## src/rtl/dmem_pkg.sv

```systemverilog
// Shared constants for the data-memory arbiter slice: RAM geometry and the
// ResultSrc encoding that marks a core load.
package dmem_pkg;

  localparam int AW        = 5;
  localparam int DW        = 32;
  localparam int RAM_DEPTH = 1 << AW;

  typedef enum logic [1:0] {
    RES_ALU = 2'b00,
    RES_MEM = 2'b01,
    RES_PC4 = 2'b10
  } result_src_e;

endpackage

```

## src/rtl/dmem_arbiter_if.sv

```systemverilog
// External requester port of the data-memory arbiter (debug/loader side).
interface dmem_arbiter_if;
  import dmem_pkg::*;

  // Handshake: the master raises ext_req with ext_we/ext_addr/ext_wdata and
  // holds all four stable until it samples ext_gnt high. The access commits at
  // the clock edge that ends the ext_gnt cycle. For a read, ext_rvalid pulses
  // for exactly the following cycle with ext_rdata. A new request may follow
  // in the cycle right after a grant.
  logic          ext_req;
  logic          ext_we;
  logic [AW-1:0] ext_addr;
  logic [DW-1:0] ext_wdata;
  logic          ext_gnt;
  logic [DW-1:0] ext_rdata;
  logic          ext_rvalid;

  modport master (
    output ext_req, ext_we, ext_addr, ext_wdata,
    input  ext_gnt, ext_rdata, ext_rvalid
  );

  modport slave (
    input  ext_req, ext_we, ext_addr, ext_wdata,
    output ext_gnt, ext_rdata, ext_rvalid
  );

endinterface

```

## src/rtl/dmem_starve_ctr.sv

```systemverilog
// Tracks how long the external requester has waited behind the core and
// marks the single cycle the core is owed after a forced grant.
module dmem_starve_ctr #(
  parameter  int STARVE_LIMIT = 4,
  localparam int WCW          = $clog2(STARVE_LIMIT + 1)
) (
  input  logic           clk,
  input  logic           reset,
  input  logic           ext_req,
  input  logic           core_access,
  input  logic           ext_gnt,
  output logic           starve,
  output logic           core_owed,
  output logic [WCW-1:0] wait_cnt
);

  logic [WCW-1:0] wait_cnt_q, wait_cnt_d;
  logic           core_owed_q, core_owed_d;

  always_comb begin
    wait_cnt_d  = wait_cnt_q;
    core_owed_d = ext_gnt & core_access;
    if (ext_gnt || !ext_req) begin
      wait_cnt_d = '0;
    end else if (core_access && (wait_cnt_q != WCW'(STARVE_LIMIT))) begin
      wait_cnt_d = wait_cnt_q + WCW'(1);
    end
  end

  always_ff @(posedge clk) begin
    if (reset) begin
      wait_cnt_q  <= '0;
      core_owed_q <= 1'b0;
    end else begin
      wait_cnt_q  <= wait_cnt_d;
      core_owed_q <= core_owed_d;
    end
  end

  assign starve    = (wait_cnt_q == WCW'(STARVE_LIMIT));
  assign core_owed = core_owed_q;
  assign wait_cnt  = wait_cnt_q;

endmodule

```

## src/rtl/dmem_arbiter.sv

```systemverilog
// Shares the data RAM between the single-cycle core (priority) and an external
// requester; a starved requester steals one cycle by stalling the core.
module dmem_arbiter
  import dmem_pkg::*;
#(
  parameter  int STARVE_LIMIT = 4,
  localparam int WCW          = $clog2(STARVE_LIMIT + 1)
) (
  input  logic           clk,
  input  logic           reset,
  input  logic           core_we,
  input  logic           core_re,
  input  logic [AW-1:0]  core_addr,
  input  logic [DW-1:0]  core_wdata,
  output logic [DW-1:0]  core_rdata,
  output logic           core_stall,
  dmem_arbiter_if.slave  ext,
  output logic           ram_we,
  output logic [AW-1:0]  ram_addr,
  output logic [DW-1:0]  ram_wdata,
  input  logic [DW-1:0]  ram_rdata,
  output logic [7:0]     gnt_count,
  output logic [WCW-1:0] dbg_wait_cnt,
  output logic           dbg_core_owed
);

  logic          core_access;
  logic          starve;
  logic          core_owed;
  logic          gnt;
  logic [DW-1:0] ext_rdata_q, ext_rdata_d;
  logic          ext_rvalid_q, ext_rvalid_d;
  logic [7:0]    gnt_count_q, gnt_count_d;

  assign core_access = core_we | core_re;

  dmem_starve_ctr #(.STARVE_LIMIT(STARVE_LIMIT)) u_starve_ctr (
    .clk         (clk),
    .reset       (reset),
    .ext_req     (ext.ext_req),
    .core_access (core_access),
    .ext_gnt     (gnt),
    .starve      (starve),
    .core_owed   (core_owed),
    .wait_cnt    (dbg_wait_cnt)
  );

  // A stalled core store is masked so only one port ever writes per cycle.
  always_comb begin
    gnt        = ext.ext_req & ~core_owed & (~core_access | starve);
    core_stall = gnt & core_access;
    ram_we     = core_we & ~core_stall;
    ram_addr   = core_addr;
    ram_wdata  = core_wdata;
    if (gnt) begin
      ram_we    = ext.ext_we;
      ram_addr  = ext.ext_addr;
      ram_wdata = ext.ext_wdata;
    end
  end

  always_comb begin
    ext_rdata_d  = ext_rdata_q;
    ext_rvalid_d = gnt & ~ext.ext_we;
    gnt_count_d  = gnt_count_q;
    if (gnt && !ext.ext_we) begin
      ext_rdata_d = ram_rdata;
    end
    if (gnt) begin
      gnt_count_d = gnt_count_q + 8'd1;
    end
  end

  always_ff @(posedge clk) begin
    if (reset) begin
      ext_rdata_q  <= '0;
      ext_rvalid_q <= 1'b0;
      gnt_count_q  <= '0;
    end else begin
      ext_rdata_q  <= ext_rdata_d;
      ext_rvalid_q <= ext_rvalid_d;
      gnt_count_q  <= gnt_count_d;
    end
  end

  assign core_rdata     = ram_rdata;
  assign ext.ext_gnt    = gnt;
  assign ext.ext_rdata  = ext_rdata_q;
  assign ext.ext_rvalid = ext_rvalid_q;
  assign gnt_count      = gnt_count_q;
  assign dbg_core_owed  = core_owed;

endmodule

```

## src/flat_wrapper.sv

```systemverilog
// flat-port wrapper written by rule: the top's interface ports become plain ports
module dmem_arbiter_flat import dmem_pkg::*;
#(
  parameter  int STARVE_LIMIT = 4,
  localparam int WCW          = $clog2(STARVE_LIMIT + 1)
)
  (clk, reset, core_we, core_re, core_addr, core_wdata, core_rdata, core_stall, ram_we, ram_addr, ram_wdata, ram_rdata, gnt_count, dbg_wait_cnt, dbg_core_owed, ext_ext_req, ext_ext_we, ext_ext_addr, ext_ext_wdata, ext_ext_gnt, ext_ext_rdata, ext_ext_rvalid);
  dmem_arbiter_if ext_i ();
  input  logic clk;
  input  logic reset;
  input  logic core_we;
  input  logic core_re;
  input  logic [AW-1:0] core_addr;
  input  logic [DW-1:0] core_wdata;
  output logic [DW-1:0] core_rdata;
  output logic core_stall;
  output logic ram_we;
  output logic [AW-1:0] ram_addr;
  output logic [DW-1:0] ram_wdata;
  input  logic [DW-1:0] ram_rdata;
  output logic [7:0] gnt_count;
  output logic [WCW-1:0] dbg_wait_cnt;
  output logic dbg_core_owed;
  input wire logic [$bits(ext_i.ext_req)-1:0] ext_ext_req;
  input wire logic [$bits(ext_i.ext_we)-1:0] ext_ext_we;
  input wire logic [$bits(ext_i.ext_addr)-1:0] ext_ext_addr;
  input wire logic [$bits(ext_i.ext_wdata)-1:0] ext_ext_wdata;
  output wire logic [$bits(ext_i.ext_gnt)-1:0] ext_ext_gnt;
  output wire logic [$bits(ext_i.ext_rdata)-1:0] ext_ext_rdata;
  output wire logic [$bits(ext_i.ext_rvalid)-1:0] ext_ext_rvalid;
  assign ext_i.ext_req = ext_ext_req;
  assign ext_i.ext_we = ext_ext_we;
  assign ext_i.ext_addr = ext_ext_addr;
  assign ext_i.ext_wdata = ext_ext_wdata;
  assign ext_ext_gnt = ext_i.ext_gnt;
  assign ext_ext_rdata = ext_i.ext_rdata;
  assign ext_ext_rvalid = ext_i.ext_rvalid;
  dmem_arbiter #(.STARVE_LIMIT(STARVE_LIMIT)) u_core (.clk(clk), .reset(reset), .core_we(core_we), .core_re(core_re), .core_addr(core_addr), .core_wdata(core_wdata), .core_rdata(core_rdata), .core_stall(core_stall), .ext(ext_i), .ram_we(ram_we), .ram_addr(ram_addr), .ram_wdata(ram_wdata), .ram_rdata(ram_rdata), .gnt_count(gnt_count), .dbg_wait_cnt(dbg_wait_cnt), .dbg_core_owed(dbg_core_owed));
endmodule
```

## config.mk

```make
export PLATFORM = sky130hd
export DESIGN_NAME = dmem_arbiter_flat
export DESIGN_NICKNAME = d
export VERILOG_FILES = /design/src/rtl/dmem_pkg.sv /design/src/rtl/dmem_arbiter_if.sv /design/src/rtl/dmem_starve_ctr.sv /design/src/rtl/dmem_arbiter.sv /design/src/flat_wrapper.sv
export SDC_FILE = /design/constraint.sdc
export NUM_CORES = 1
export LEC_CHECK = 0
export ABC_AREA = 0
export CAP_MARGIN = 20
export CORE_MARGIN = 3
export CORE_UTILIZATION = 31
export DETAILED_ROUTE_END_ITERATION = 8
export GPL_TIMING_DRIVEN = 0
export PLACE_DENSITY = 0.86
export SYNTH_ARGS = -nofsm -noshare
export SYNTH_HDL_FRONTEND = slang
export SYNTH_SLANG_ARGS = --single-unit
```

## constraint.sdc

```tcl
create_clock -name clk -period 2.25 [get_ports clk]
set_clock_uncertainty 0.05 [all_clocks]
set_input_delay 0.225 -clock clk [delete_from_list [all_inputs] [get_ports clk]]
set_output_delay 0.225 -clock clk [all_outputs]
set_load 0.01 [all_outputs]
```

Word level (Yosys, flattened, before mapping)
Index checks and enable logic that the tools add are counted.
{ "word_totals": {"reg_bits": 45, "out_inout_bits": 117, "elab_cells": 29} }
{ "op_classes": {"addsub": 2, "n_eq_ne": 2, "muxes": 3, "n_bitwise": 11, "reduce_logical": 6} }
{ "op_table": {"columns": ["cell", "count"], "rows": [
  ["32-bit 2-to-1 mux", 1],
  ["8-bit by 1-bit adder with 8-bit output, second input constant", 1],
  ["1-bit AND", 5],
  ["5-bit 2-to-1 mux", 1],
  ["1-bit inverter", 4],
  ["3-bit by 1-bit adder with 3-bit output, second input constant", 1],
  ["3-bit equality test, second input constant", 1],
  ["3-bit inequality test, second input constant", 1],
  ["1-bit logical AND", 2],
  ["1-bit zero test", 2],
  ["1-bit bitwise OR", 2],
  ["2-bit OR reduction", 1],
  ["1-bit logical OR", 1],
  ["1-bit 2-to-1 mux", 1]
]} }

Logic depth before layout (Yosys ltp)
{ "depth": {"ltp_word": 8, "ltp_mapped": 8} }

Hierarchy
A second synthesis with hierarchy kept.
{ "unflattened": {"cells_unflattened": 365, "area_unflattened_um2": 2544.9} }
{ "by_module_without_submodules": {"columns": ["mod", "n_inst", "cells_per_inst", "area_per_inst_um2"], "rows": [
  ["dmem_arbiter", 1, 343, 2313.5],
  ["dmem_starve_ctr", 1, 22, 231.5]
]} }

Worst setup path before layout
No wires, ideal clock.
{ "synth_timing": {"kind": "register -> output", "startpoint": "register u_core.u_starve_ctr.wait_cnt_q[0] (netlist: u_core.u_starve_ctr.wait_cnt[0])", "endpoint": "output ram_wdata[23]", "arrival_ps": 1445, "slack_ps": 530, "stages_incl_launch_ff": 8, "path_buffers": 1, "cell_sequence": "dfxtp_1 -> inv_1 -> ha_1 -> o2bb2ai_2 -> nand2_2 -> clkbuf_1 -> nand2_1 -> nand2_1"} }
{ "synth_via": {"elab_chain_len": 4} }
{ "synth_rtl": {"columns": ["item", "line", "text"], "rows": [
  ["start, declared", "dmem_starve_ctr.sv:17", "logic [WCW-1:0] wait_cnt_q, wait_cnt_d;"],
  ["start signal, assigned", "dmem_starve_ctr.sv:35", "wait_cnt_q <= wait_cnt_d;"],
  ["3-bit equality test", "dmem_starve_ctr.sv:40", "assign starve = (wait_cnt_q == WCW'(STARVE_LIMIT));"],
  ["1-bit bitwise OR", "dmem_arbiter.sv:50", "gnt = ext.ext_req & ~core_owed & (~core_access | starve);"],
  ["1-bit AND", "dmem_arbiter.sv:50", null],
  ["32-bit 2-to-1 mux", "dmem_arbiter.sv:55", "if (gnt) begin"],
  ["end, declared", "flat_wrapper.sv:19", "output logic [DW-1:0] ram_wdata;"]
]} }
No other way between the ends.

Worst setup path in the final report
{ "layout_timing": {"startpoint": "register u_core.u_starve_ctr.wait_cnt_q[1] (netlist: u_core.u_starve_ctr.wait_cnt[1])", "endpoint": "output ram_wdata[4]"} }
Same word-level chain as after synthesis.

==> metrics.md <==
| Metric | Value |
|---|---|
| Worst Max-Slew Pin Slew | `535 ps` |
| Synth warn | `0` |
| Height of the chip | `94.5 um` |
| Final net count | `715` |
| Placed instance area | `~0.0048 mm^2` |
| R2R Setup Slk | `520 ps` |
| Setup TNS | `0 ps` |
| Final setup violation count | `0` |
| First-pass GRT wire length | `around 14000 um` |
| Routed vias | `3158` |
| GRT overflow | `0` |
| Most frequent cells in the layout | `clkdlybuf4s50_1, nand2_1, dfxtp_1` |
| ANT nets after route | `0` |
| Critical path class | `reg -> out` |
| Core ar. | `between 0.007 and 0.008 mm^2` |
| Post-synthesis net count | `between 400 and 500` |
| EDFF count, synth | `0` |
| Setup crit end kind | `output pin` |
| Post-CTS Hold Fix Bufs | `0` |
| Gr usage total | `20.1%` |
| Finished Cell Area | `0.00502 mm^2` |
| Drc violations | `0` |
| Io pins | `229` |
| Synth cell types | `27` |
| Max_cap viols | `0` |
| CTS tree | `built` |
| Initial core utilization | `32.8%` |
| Slew Viols, Final | `0` |
| Num CTS Buffers | `5` |
| Endpoints failing hold | `0` |
| Worst Path Arrival | `1860 ps` |
| Post-synthesis sequential area ratio | `between 30% and 40%` |
| P&R area growth vs syn | `107%` |
| Clk sink count | `45` |
| H-tree depth | `2` |
| Core Rows | `31` |
| Post-route clock period utilization | `94.8%` |
| Status | `complete, no violations` |
| CP required | `1980 ps` |
| Clock transition at path regs | `90 ps` |
| CP Max Fanout | `10` |
| Main synth FF type | `dfxtp_1` |
| RD Place Congestion | `0.767` |
| Worst Setup Start Kind | `flip-flop` |
| VDD IR-drop max | `0.239 mV` |
| Root buf cell | `clkbuf_8` |
| Hpwl dp | `about 8000 um` |
| FMAX | `0.469 GHz` |
| Wirelength, routed | `9620 um` |
| Die ar. | `between 0.008 and 0.009 mm^2` |
| Vias in the first global route | `2973` |
| Clk_lat worst skew | `290 ps` |
| Unrepaired setup endpoints after global routing | `false` |
| Share of post-route cells with drive strength above 1 | `between 10% and 20%` |
| Mapped Cells | `approximately 360` |
| Max transition margin | `about 64%` |
| Initial antenna violation count | `0` |
| Vias per cell | `~4.5` |
| Mean Syn Cell Area | `6.69 um^2` |
| Die outline width | `~94 um` |
| Post-DR wirelength/cell | `between 10 and 15 um` |
| Port buffer count | `~230` |
| Drt pass-1 iters | `4` |
| Asr flop ratio synth | `0%` |
| Static Leakage | `between 2 and 2.5 nW` |
| FF+latch count, synth | `45` |
| Initial DRC Count | `just over 80` |
| Hold Crit Class | `in -> reg` |
| Pin count of the biggest net entering global routing | `16` |
| Pwr/cell area | `434 mW/mm^2` |
| Ant diodes | `0` |
| Final Critical Period | `2130 ps` |
| Commonest non-fill, non-tap cell in the layout | `clkdlybuf4s50_1` |
| Clock buffer depth | `2` |
| Netlist Area Pre-Place | `0.00243 mm^2` |
==> Yosys cell counts, types with 3 or more instances <==
library cell / number / area share [%]
a21oi_1: 36 / 7.4
and3_1: 3 / 0.77
buf_2: 7 / 1.4
buf_4: 33 / 10
buf_6: 3 / 1.4
clkbuf_1: 9 / 1.4
dfxtp_1: 45 / 37
ha_1: 3 / 1.5
nand2_1: 185 / 29
nand3_1: 5 / 1.0
nor2_1: 10 / 1.5
xnor2_1: 3 / 1.1
xor2_1: 4 / 1.4
==> timing repair <==
action,CTS,global route
gates resized for setup,63,7
setup buffers,3,0
pin swaps,1,0
endpoints found under the setup margin,40,9
cloned,0,0
==> registers in the layout (all words and copies together) (netlist names) <==
name / cells
u_core.u_starve_ctr.wait_cnt: 3
u_core.u_starve_ctr.core_owed: 1
u_core.ext.ext_rvalid: 1
u_core.gnt_count: 8
u_core.ext.ext_rdata: 32
==> through the flow <==
step / hold slack (ps) / worst slack (ps) / total power (W) / instances / utilization (%)
3_5_place_dp: 397 / -383 / 0.00148 / 689 / 65.1
5_1_grt: 325 / 17.1 / 0.00227 / 700 / 67.7
2_1_floorplan: 311 / 530 / 0.00105 / 363 / -
6_report: 269 / 118 / 0.00218 / 700 / 67.7
3_3_place_gp: 392 / -347 / 0.00147 / 689 / 65.1
4_1_cts: 259 / 102 / 0.00219 / 700 / 67.6
==> cell type report <==
class,instances,area [um^2]
Sequential cell,45,903
Inverter,3,13.8
Clock inverter,3,68.8
Clock buffer,5,68.8
Timing Repair Buffer,230,2250
Fill cell,606,2390
Multi-Input combinational cell,263,1180
Tap cell,99,124
Buffer,52,403
==> per-layer routing <==
| metal | global-route usage, % | routed length (um) |
|---|---|---|
| met3 | 6.53 | 928 |
| met4 | 3.25 | 55 |
| met1 | 18.3 | 3220 |
| met2 | 42.8 | 5420 |
| met5 | 0 | 0 |
==> path summary, 6_finish.rpt <==
kind | startpoint | endpoint | cells past startpoint
min | reset | u_core.ext.ext_rdata[4] | 2
max reg2reg | u_core.u_starve_ctr.wait_cnt[1] | u_core.ext.ext_rdata[0] | 8
min reg2reg | u_core.ext.ext_rdata[25] | u_core.ext.ext_rdata[25] | 2
max | u_core.u_starve_ctr.wait_cnt[1] | ram_wdata[4] | 9
==> report_power, final <==
group          total (W)  leakage, nW  switching [W]  internal, W
combinational   0.000618         1.73       0.000234     0.000384
sequential      0.000822        0.365      0.0000104     0.000812
clock           0.000737       0.0687       0.000290     0.000447
==> critical path, stage by stage (launching register included) <==
cell           delay [ps]
dfxtp_2               350
inv_1                  70
ha_2                  210
o2bb2ai_4             140
nand2_4               110
inv_4                 110
buf_6                 150
nand2_1                60
nand2_1                50
dlygate4sd2_1         310
==> logic make-up (layout without fill, tap and decap cells) <==
group / Yosys count / count (layout) / synth area share, %
AOI/OAI and AO/OA: 39 / 39 / 8.87
xor gates and xnor gates: 7 / 7 / 2.53
adders and majority gates: 3 / 3 / 1.55
buffers and inverters: 55 / 293 / 14.9
DFF: 45 / 45 / 37.1
and+or+nand+nor: 214 / 214 / 35.1
(Power assumes the default switching activity.)
